### src/rtl/weight_sram_reader_if.sv
// Single-port weight SRAM bus: chip select, output enable, word address,
// active-low write request and 32-bit data in each direction.
interface sp_ram_intf;
    logic        cs;
    logic        oe;
    logic [31:0] addr;
    logic        W_req;
    logic [31:0] W_data;
    logic [31:0] R_data;

    modport master (output cs, oe, addr, W_req, W_data, input R_data);
    modport slave  (input cs, oe, addr, W_req, W_data, output R_data);
endinterface

### src/rtl/weight_sram_reader.sv
// Burst read master for the weight SRAM: 3 cycles command-to-first-word, then one word per cycle.
// Backpressure is absorbed by a 2-entry output buffer; reads issue only when a slot is guaranteed.

module weight_fifo2 #(
    parameter int W = 32
) (
    input  logic         clk,
    input  logic         rst,
    input  logic         push,
    input  logic [W-1:0] push_data,
    input  logic         pop,
    output logic [W-1:0] head,
    output logic [1:0]   count
);
    logic [W-1:0] entry [2];
    logic         wr_ptr;
    logic         rd_ptr;

    always_ff @(posedge clk or posedge rst) begin
        if (rst) begin
            entry[0] <= '0;
            entry[1] <= '0;
            wr_ptr   <= 1'b0;
            rd_ptr   <= 1'b0;
            count    <= 2'd0;
        end else begin
            if (push) begin
                entry[wr_ptr] <= push_data;
                wr_ptr        <= ~wr_ptr;
            end
            if (pop) begin
                rd_ptr <= ~rd_ptr;
            end
            case ({push, pop})
                2'b10:   count <= count + 2'd1;
                2'b01:   count <= count - 2'd1;
                default: count <= count;
            endcase
        end
    end

    assign head = entry[rd_ptr];
endmodule

module weight_sram_reader #(
    parameter int ADDR_W = 17,
    parameter int DEPTH  = 81920
) (
    input  logic              clk,
    input  logic              rst,
    input  logic              start,
    input  logic [ADDR_W-1:0] base_addr,
    input  logic [ADDR_W-1:0] length,
    output logic              busy,
    output logic              done,
    output logic              err,
    output logic              out_valid,
    input  logic              out_ready,
    output logic [31:0]       out_data,
    sp_ram_intf.master        mem
);
    typedef enum logic [1:0] {IDLE, RUN, DRAIN} state_t;

    state_t            state;
    logic [ADDR_W-1:0] base_q;
    logic [ADDR_W-1:0] len_q;
    logic [ADDR_W-1:0] issued;
    logic              pend;
    logic              issue;
    logic              pop;
    logic [1:0]        fifo_count;
    logic [2:0]        occ;
    logic [ADDR_W:0]   end_addr;
    logic              legal;
    logic [31:0]       push_data;
    logic              unused_rdata_hi;

    assign end_addr = {1'b0, base_addr} + {1'b0, length};
    assign legal    = (length != '0) && (end_addr <= (ADDR_W+1)'(DEPTH));

    assign pop = out_valid & out_ready;
    // Slots committed after this edge: current entries, plus the word landing now, minus the one leaving.
    assign occ   = {1'b0, fifo_count} + {2'b00, pend} - {2'b00, pop};
    assign issue = (state == RUN) && (issued < len_q) && (occ < 3'd2);

    always_ff @(posedge clk or posedge rst) begin
        if (rst) begin
            state  <= IDLE;
            base_q <= '0;
            len_q  <= '0;
            issued <= '0;
            pend   <= 1'b0;
            busy   <= 1'b0;
            done   <= 1'b0;
            err    <= 1'b0;
        end else begin
            done <= 1'b0;
            err  <= 1'b0;
            pend <= issue;
            case (state)
                IDLE: begin
                    if (start) begin
                        if (legal) begin
                            base_q <= base_addr;
                            len_q  <= length;
                            issued <= '0;
                            busy   <= 1'b1;
                            state  <= RUN;
                        end else begin
                            done <= 1'b1;
                            err  <= 1'b1;
                        end
                    end
                end
                RUN: begin
                    if (issue) begin
                        issued <= issued + 1'b1;
                        if (issued + 1'b1 == len_q) begin
                            state <= DRAIN;
                        end
                    end
                end
                DRAIN: begin
                    // occ == 0 also implies nothing is still in flight from the RAM.
                    if (occ == 3'd0) begin
                        done  <= 1'b1;
                        busy  <= 1'b0;
                        state <= IDLE;
                    end
                end
                default: state <= IDLE;
            endcase
        end
    end

    assign mem.cs     = issue;
    assign mem.oe     = busy;
    assign mem.addr   = issue ? {{(32-ADDR_W){1'b0}}, base_q + issued} : 32'd0;
    assign mem.W_req  = 1'b1;
    assign mem.W_data = 32'd0;

    // The weight is 18 bits wide; re-derive the extension from bit 17 regardless of the upper RAM bits.
    assign push_data       = {{14{mem.R_data[17]}}, mem.R_data[17:0]};
    assign unused_rdata_hi = ^mem.R_data[31:18];

    weight_fifo2 #(.W(32)) u_fifo (
        .clk       (clk),
        .rst       (rst),
        .push      (pend),
        .push_data (push_data),
        .pop       (pop),
        .head      (out_data),
        .count     (fifo_count)
    );

    assign out_valid = (fifo_count != 2'd0);
endmodule

### src/flat_wrapper.sv
// flat-port wrapper written by rule: the top's interface ports become plain ports
module weight_sram_reader_flat 
#(
    parameter int ADDR_W = 17,
    parameter int DEPTH  = 81920
)
  (clk, rst, start, base_addr, length, busy, done, err, out_valid, out_ready, out_data, mem_cs, mem_oe, mem_addr, mem_W_req, mem_W_data, mem_R_data);
  sp_ram_intf mem_i ();
  input  logic clk;
  input  logic rst;
  input  logic start;
  input  logic [ADDR_W-1:0] base_addr;
  input  logic [ADDR_W-1:0] length;
  output logic busy;
  output logic done;
  output logic err;
  output logic out_valid;
  input  logic out_ready;
  output logic [31:0] out_data;
  output wire logic [$bits(mem_i.cs)-1:0] mem_cs;
  output wire logic [$bits(mem_i.oe)-1:0] mem_oe;
  output wire logic [$bits(mem_i.addr)-1:0] mem_addr;
  output wire logic [$bits(mem_i.W_req)-1:0] mem_W_req;
  output wire logic [$bits(mem_i.W_data)-1:0] mem_W_data;
  input wire logic [$bits(mem_i.R_data)-1:0] mem_R_data;
  assign mem_cs = mem_i.cs;
  assign mem_oe = mem_i.oe;
  assign mem_addr = mem_i.addr;
  assign mem_W_req = mem_i.W_req;
  assign mem_W_data = mem_i.W_data;
  assign mem_i.R_data = mem_R_data;
  weight_sram_reader #(.ADDR_W(ADDR_W), .DEPTH(DEPTH)) u_core (.clk(clk), .rst(rst), .start(start), .base_addr(base_addr), .length(length), .busy(busy), .done(done), .err(err), .out_valid(out_valid), .out_ready(out_ready), .out_data(out_data), .mem(mem_i));
endmodule
### config.mk
export PLATFORM = sky130hd
export DESIGN_NAME = weight_sram_reader_flat
export DESIGN_NICKNAME = d
export VERILOG_FILES = /design/src/rtl/weight_sram_reader_if.sv /design/src/rtl/weight_sram_reader.sv /design/src/flat_wrapper.sv
export SDC_FILE = /design/constraint.sdc
export NUM_CORES = 1
export LEC_CHECK = 0
export ABC_AREA = 1
export CAP_MARGIN = 20
export CORE_ASPECT_RATIO = 1.75
export CORE_MARGIN = 2
export CORE_UTILIZATION = 47
export CTS_CLUSTER_DIAMETER = 150
export DETAILED_ROUTE_END_ITERATION = 8
export PLACE_DENSITY = 0.79
export SETUP_SLACK_MARGIN = 0.4
export SLEW_MARGIN = 25
export SYNTH_ARGS = -nofsm -noshare
export SYNTH_HDL_FRONTEND = slang
export SYNTH_SLANG_ARGS = --single-unit
### constraint.sdc
create_clock -name clk -period 5.65 [get_ports clk]
set_clock_uncertainty 0.15 [all_clocks]
set_input_delay 1.695 -clock clk [delete_from_list [all_inputs] [get_ports clk]]
set_output_delay 1.695 -clock clk [all_outputs]
set_load 0.1 [all_outputs]
==> results of run 1 <==
[layer usage]
layer,up-vias,part of all wire,track usage
met4,0,0.050,0.125
met5,-,0,0
met2,223,0.55,0.455
met3,65,0.037,0.0248
met1,3307,0.37,0.237
li1,3651,-,-
[cells by family (layout without fill, tap and decap cells)]
kind of cell / after synthesis / in the layout / share of synthesized area
AO/OA/AOI/OAI: 123 / 123 / 0.0870
multiplexers: 18 / 18 / 0.0268
adder cells (fa/ha/maj): 57 / 57 / 0.0973
buffers and inverters: 211 / 296 / 0.139
AND/OR/NAND/NOR: 563 / 563 / 0.311
XOR/XNOR: 14 / 14 / 0.0162
flip-flops: 97 / 97 / 0.321
other: 2 / 48 / 0.000993
[worst register-to-register path: cells and delay by family (launching register included)]
family | cells | cell delay [ns]
adders and majority gates | 3 | 0.89
and+or+nand+nor | 4 | 0.61
buffers and inverters | 24 | 2.39
AOI/OAI and AO/OA | 5 | 0.63
DFF | 1 | 0.46
[per-stage QoR]
stage	instances	hold slack [ns]	worst slack (ns)	TNS (ns)	utilization
floorplan	1131	0.292	-0.175	-2.20	-
global placement	1364	0.309	-0.604	-9.88	0.573
detailed placement	1364	0.311	-0.641	-10.59	0.573
CTS	1400	0.328	-0.0791	-0.795	0.603
global route	1405	0.333	-0.302	-5.28	0.613
finish	1405	0.326	-0.229	-3.43	0.613
[placed cells by master, fill, tap and decap left out, drive strengths merged]
master,netlist,layout
nand2,353,353
clkdlybuf4s50,0,90
o21ai,59,59
a211oi,1,1
o31ai,1,1
o2111ai,1,1
a21boi,3,3
a21oi,49,49
dfrtp,97,97
nand3b,4,4
buf,72,66
nor3,10,10
inv,124,127
nor4,2,2
a21o,1,1
fa,3,3
nand3,100,100
ha,54,54
mux2,18,18
clkbuf,15,10
xor2,8,8
clkinv,0,2
clkinvlp,0,1
or2,3,3
nand4,18,18
conb,2,48
o21bai,7,7
and2,1,1
o211ai,1,1
xnor2,6,6
nor2,72,72
[layout make-up]
class	instances	area, sq um
inverters	124	478
flip-flops and latches	97	2430
fillers	1418	6110
multi-input cells	823	4520
well taps	189	236
clock inverters	6	50.0
repair buffers	156	1730
clock buffers	10	239
[cell usage after synthesis, drive strengths merged (10+ instances only)]
master	count
nand3	100
dfrtp	97
buf	72
mux2	18
nor3	10
nand2	353
a21oi	49
o21ai	59
nor2	72
nand4	18
ha	54
clkbuf	15
inv	124
[worst paths after layout]
kind / startpoint / endpoint / slack, ns / depth (start not counted)
hold / removal: u_core.len_q[13] / u_core.len_q[13] / 0.33 / 2
hold reg to reg: u_core.len_q[13] / u_core.len_q[13] / 0.33 / 2
setup / recovery: out_ready / mem_addr[12] / -0.23 / 15
min in group asynchronous: rst / u_core.u_fifo.entry[14] / 1.73 / 2
max in group asynchronous: rst / u_core.base_q[10] / 2.74 / 3
setup reg to reg: u_core.u_fifo.count[0] / u_core.state[1] / 0.44 / 36
[registers in the layout, summed over array words and instances, names as in the netlist]
name	cells
u_core.base_q	17
u_core.busy	1
u_core.done	1
u_core.err	1
u_core.issued	17
u_core.len_q	17
u_core.pend	1
u_core.state	2
u_core.u_fifo.count	2
u_core.u_fifo.entry	36
u_core.u_fifo.rd_ptr	1
u_core.u_fifo.wr_ptr	1
[what timing repair did]
action | 4_1_cts | 5_1_grt
buffers inserted | 20 | 5
endpoints found under the hold margin | 0 | 0
endpoints found under the setup margin | 18 | 23
resized for setup | 19 | 31
pin swaps | 11 | 14
==> results.toml, run 1 <==
[global_routing]
grt_pass1_vias = 6974
grt_max_degree = 72
grt_pass1_wl_microns = 31800
grt_use_total = 0.233
globalRouteOverflowTotal = 0
antenna_found_initial = 0

[sta]
fmax_ghz = 0.170
worst_pin_slew_ns = 0.990
maxSlewHeadroom = 0.338
setup_viol_count_final = 20
setup_slack_ns = -0.229
timing.final.crit_share = 1.04
rsz0062_at_grt = "yes"
finalHoldViolCount = 0
period_needed_ns = 5.88
finalMaxSlewViolations = 0

[worst_setup_path]
cpMaxStageDelayCell = "fa_2"
start_kind = "primary input"
worstPathArrival_ns = 4.03
crit_chain = "buf_8 > nand2_8 > inv_4 > ha_4 > inv_2 > ha_4 > inv_2 > fa_2 > a21boi_4 > o21ai_4 > nor2_4 > buf_12 > o21ai_1 > a21oi_4 > buf_12"
criticalPathCategory = "primary input to primary output"
path_max_fanout = 8
crit_family = "adder cells"
crit_required_ns = 3.81
cp-end-kind = "primary output"
cp_num_buf_inv = 6
cp_slowest_stage_delay_ns = 0.53

[clock_tree]
cts_hold_buf = 0
h-tree-depth = 3
cts_root_buf = "clkbuf_16"
tritoncts = "done"
clock_path_buffers = 2
clock_sinks = 97
cts.clk_slew.worst_paths_ns = 0.07
cts_made_buffers = 9
clk_latency_ns = 0.35

[run]
cap_violations = 0

[finish]
drive_above_1_share = 0.118
nNetsFinal = 1338
area_growth_pct = 28.1
n_antenna_cell = 0
final_area_sq_um = 9680

[logic_synthesis]
netlist-cell-type-count = 37
yosysSeqAreaShare = 0.321
synth_top_area_frac = 0.321
synth_area_per_cell_sq_um = 6.97
synth_top_area_cell = "dfrtp_1"
yosysWarnings = 0
synth_edf_count = 0
synthCells = 1085
synth_area_sq_um = 7560
async_flop_share = 1.00
ys_top_cells_by_area = "dfrtp_1 (32%), nand2_1 (17%), ha_1 (8.9%)"
synthFlopType = "dfrtp_1"
yosys_register_bits = 97

[floorplan]
initial_utilization = 0.479
dieArea_sq_um = 17200
rows = 61
ios = 173
die_x_microns = 99.9
die_y_microns = 172
core-area_sq_um = 15800

[placement]
gp_congestion = 0.915
place_area_sq_um = 9050
hpwlAfterDp_microns = 15500
port_buffers = 110

[outcome]
status = "finished, violations left"
violations = "setup timing"

[detailed_routing]
drt.antenna.violating_nets = 0
drc = 0
routedWlPerCell_microns = 14.2
first_iter_violations = 391
firstDrtPassIters = 7
drt-total-wl_microns = 20000
vias_per_cell = 5.16
num_vias = 7246

[min_path]
min-delay-path-class = "flop to flop"
Power of run 1 is left out: the tool's default activity adds up to more than one toggle a clock period on the data nets, which glitch-free logic cannot reach.
==> inputs of run 2 (changes only) <==
--- a/config.mk
+++ b/config.mk
@@ -13,7 +13,7 @@
 export CTS_CLUSTER_DIAMETER = 150
 export DETAILED_ROUTE_END_ITERATION = 8
 export PLACE_DENSITY = 0.79
-export SETUP_SLACK_MARGIN = 0.4
+export SETUP_SLACK_MARGIN = 0.3
 export SLEW_MARGIN = 25
 export SYNTH_ARGS = -nofsm -noshare
 export SYNTH_HDL_FRONTEND = slang
==> run 2 against run 1 <==
  * The flow still finishes with violations (setup timing)
  * Clock-buffer cell count is 1 lower
  * Sequential share of layout area increased by 0.69 points
  * Setup slack improved by 0.13 ns
  * Final cell count down 1.6%
  * Non-clock buffer count is 22 lower
  * Design area shrank 2.7%
  * Hold slack worse by 0.00069 ns
  * Global-route usage is essentially flat
  * First-iteration DRC count fell by 8.2%
  * Die area unchanged
  * Flip-flop and latch count stayed put
  * Critical path depth increased by 1
  * Highest routed layer unchanged
==> results.toml, run 2 (synthesis gave the netlist of run 1 again) <==
[detailed_routing]
drt-total-wl_microns = 19500
first_iter_violations = 359
drc = 0
firstDrtPassIters = 5
vias_per_cell = 5.13
routedWlPerCell_microns = 14.1
num_vias = 7098
drt.antenna.violating_nets = 0

[worst_setup_path]
crit_required_ns = 3.81
path_max_fanout = 7
cpMaxStageDelayCell = "fa_1"
crit_chain = "buf_6 > nand2_4 > inv_4 > ha_4 > inv_2 > ha_4 > inv_2 > fa_1 > a21boi_2 > o21ai_2 > nor2_4 > buf_12 > clkinvlp_4 > buf_12 > nor2_4 > buf_12"
crit_family = "buffers and inverters"
start_kind = "primary input"
cp_slowest_stage_delay_ns = 0.47
cp_common_cell = "buf_12"
criticalPathCategory = "primary input to primary output"
worstPathArrival_ns = 3.91
cp_num_buf_inv = 8
r2r_slack_ns = 2.18
cp-end-kind = "primary output"

[power_and_ir_drop]
comb_power_share = 0.702
power.share.switching = 0.579
ir_drop_mv = 0.378
seqPwrFrac = 0.195
internal-power_mw = 2.58
power_frac_clock = 0.103
power.density_nw_per_um2 = 651
report.power.total_mw = 6.14
static-leakage-power_nw = 4.87
power.switching_mw = 3.56

[sta]
finalMaxSlewViolations = 0
setup_viol_count_final = 17
period_needed_ns = 5.75
setup_slack_ns = -0.100
fmax_ghz = 0.174
timing.final.crit_share = 1.02
maxSlewHeadroom = 0.338
worst_pin_slew_ns = 0.989
finalHoldViolCount = 0
whs_ns = 0.325
rsz0062_at_grt = "yes"

[finish]
final_cells = 1383
nNetsFinal = 1316
final_cell_mix = "nand2_1 (347), inv_1 (119), nand3_1 (99)"
drive_above_1_share = 0.0988
top_register = "u_core.u_fifo.entry"
final_area_sq_um = 9430
final_common_cell = "nand2_1"
largest_reg_flops = 36
n_antenna_cell = 0
area_growth_pct = 24.6

[placement]
place_ws_ns = -0.628
gp_congestion = 0.923
port_buffers = 110
place_area_sq_um = 9030
hpwlAfterDp_microns = 15900
place_inst = 1360

[global_routing]
grt_use_total = 0.233
grt_pass1_wl_microns = 31800
antenna_found_initial = 0
grt_pass1_vias = 7054
globalRouteOverflowTotal = 0
grt_max_degree = 72

[clock_tree]
tritoncts = "done"
cts_root_buf = "clkbuf_16"
cts_made_buffers = 9
clock_path_buffers = 2
clock_sinks = 97
cts.clk_slew.worst_paths_ns = 0.07
h-tree-depth = 3
clk_latency_ns = 0.34

[floorplan]
dieArea_sq_um = 17200
core-area_sq_um = 15800
die_x_microns = 99.9
die_y_microns = 172
initial_utilization = 0.479
ios = 173
rows = 61

[outcome]
violations = "setup timing"
status = "finished, violations left"

[run]
cap_violations = 0

[min_path]
min-delay-path-class = "flop to flop"
## run 2: changes by cell type in the layout (fill, tap and decap cells not counted), moves of 2 or more
cell,before,now
buf_6,20,3
buf_4,25,19
o21ai_1,10,8
o21ai_2,1,3
## run 2: power groups by stage
stage / clock, mW / combinational, mW / sequential (mW)
after floorplan: 0 / 3.33 / 1.17
after global placement: 0 / 4.17 / 1.19
after detailed placement: 0 / 4.22 / 1.21
after CTS: 0.643 / 4.32 / 1.19
after global routing: 0.664 / 4.58 / 1.23
final: 0.634 / 4.31 / 1.20
## run 2: what timing repair did
action,4_1_cts,5_1_grt
buffers inserted,5,2
gates resized for setup,19,1
pin swaps,9,6
endpoints found under the setup margin,18,18
hold buffers,0,0
## run 2: layout make-up
cell class                      count  area (sq um)
Clock buffer                        9           225
Multi-Input combinational cell    823          4470
Timing Repair Buffer              134          1510
Tap cell                          189           236
Fill cell                        1453          6370
Clock inverter                      7          83.8
Sequential cell                    97          2430
Inverter                          124           474
## run 2: metal layers
metal	global-route usage	share of wire	vias to the layer above
li1	-	-	3595
met1	0.235	0.37	3220
met2	0.450	0.53	219
met3	0.0203	0.038	64
met4	0.144	0.062	0
met5	0	0	-
## run 2: path summary, 6_finish.rpt
path | startpoint | cells after the start | end
setup / recovery | out_ready | 16 | mem_addr[16]
hold / removal | u_core.len_q[13] | 2 | u_core.len_q[13]
setup reg to reg | u_core.u_fifo.count[0] | 18 | u_core.issued[14]
hold reg to reg | u_core.len_q[13] | 2 | u_core.len_q[13]
max in group asynchronous | rst | 3 | u_core.base_q[7]
min in group asynchronous | rst | 2 | u_core.issued[5]
## run 2: stage by stage
| step | TNS, ns | utilization |
|---|---|---|
| CTS | -2.32 | 0.595 |
| finish | -1.04 | 0.597 |
| detailed placement | -10.36 | 0.571 |
| global placement | -9.57 | 0.571 |
| floorplan | -2.42 | - |
| global route | -2.56 | 0.597 |
## run 2: worst register-to-register path, stage by stage, from the launching register on
cell	delay, ns
dfrtp_1	0.46
or2_2	0.37
nand2_4	0.09
inv_4	0.04
ha_4	0.21
inv_2	0.06
ha_4	0.11
inv_2	0.03
fa_1	0.47
a21boi_2	0.16
o21ai_2	0.09
nor2_4	0.16
buf_12	0.14
clkinvlp_4	0.12
buf_12	0.17
nand2_1	0.13
nand3_4	0.22
nand2_1	0.13
nand2_1	0.06
No activity file was read; power rests on OpenSTA's default activity.
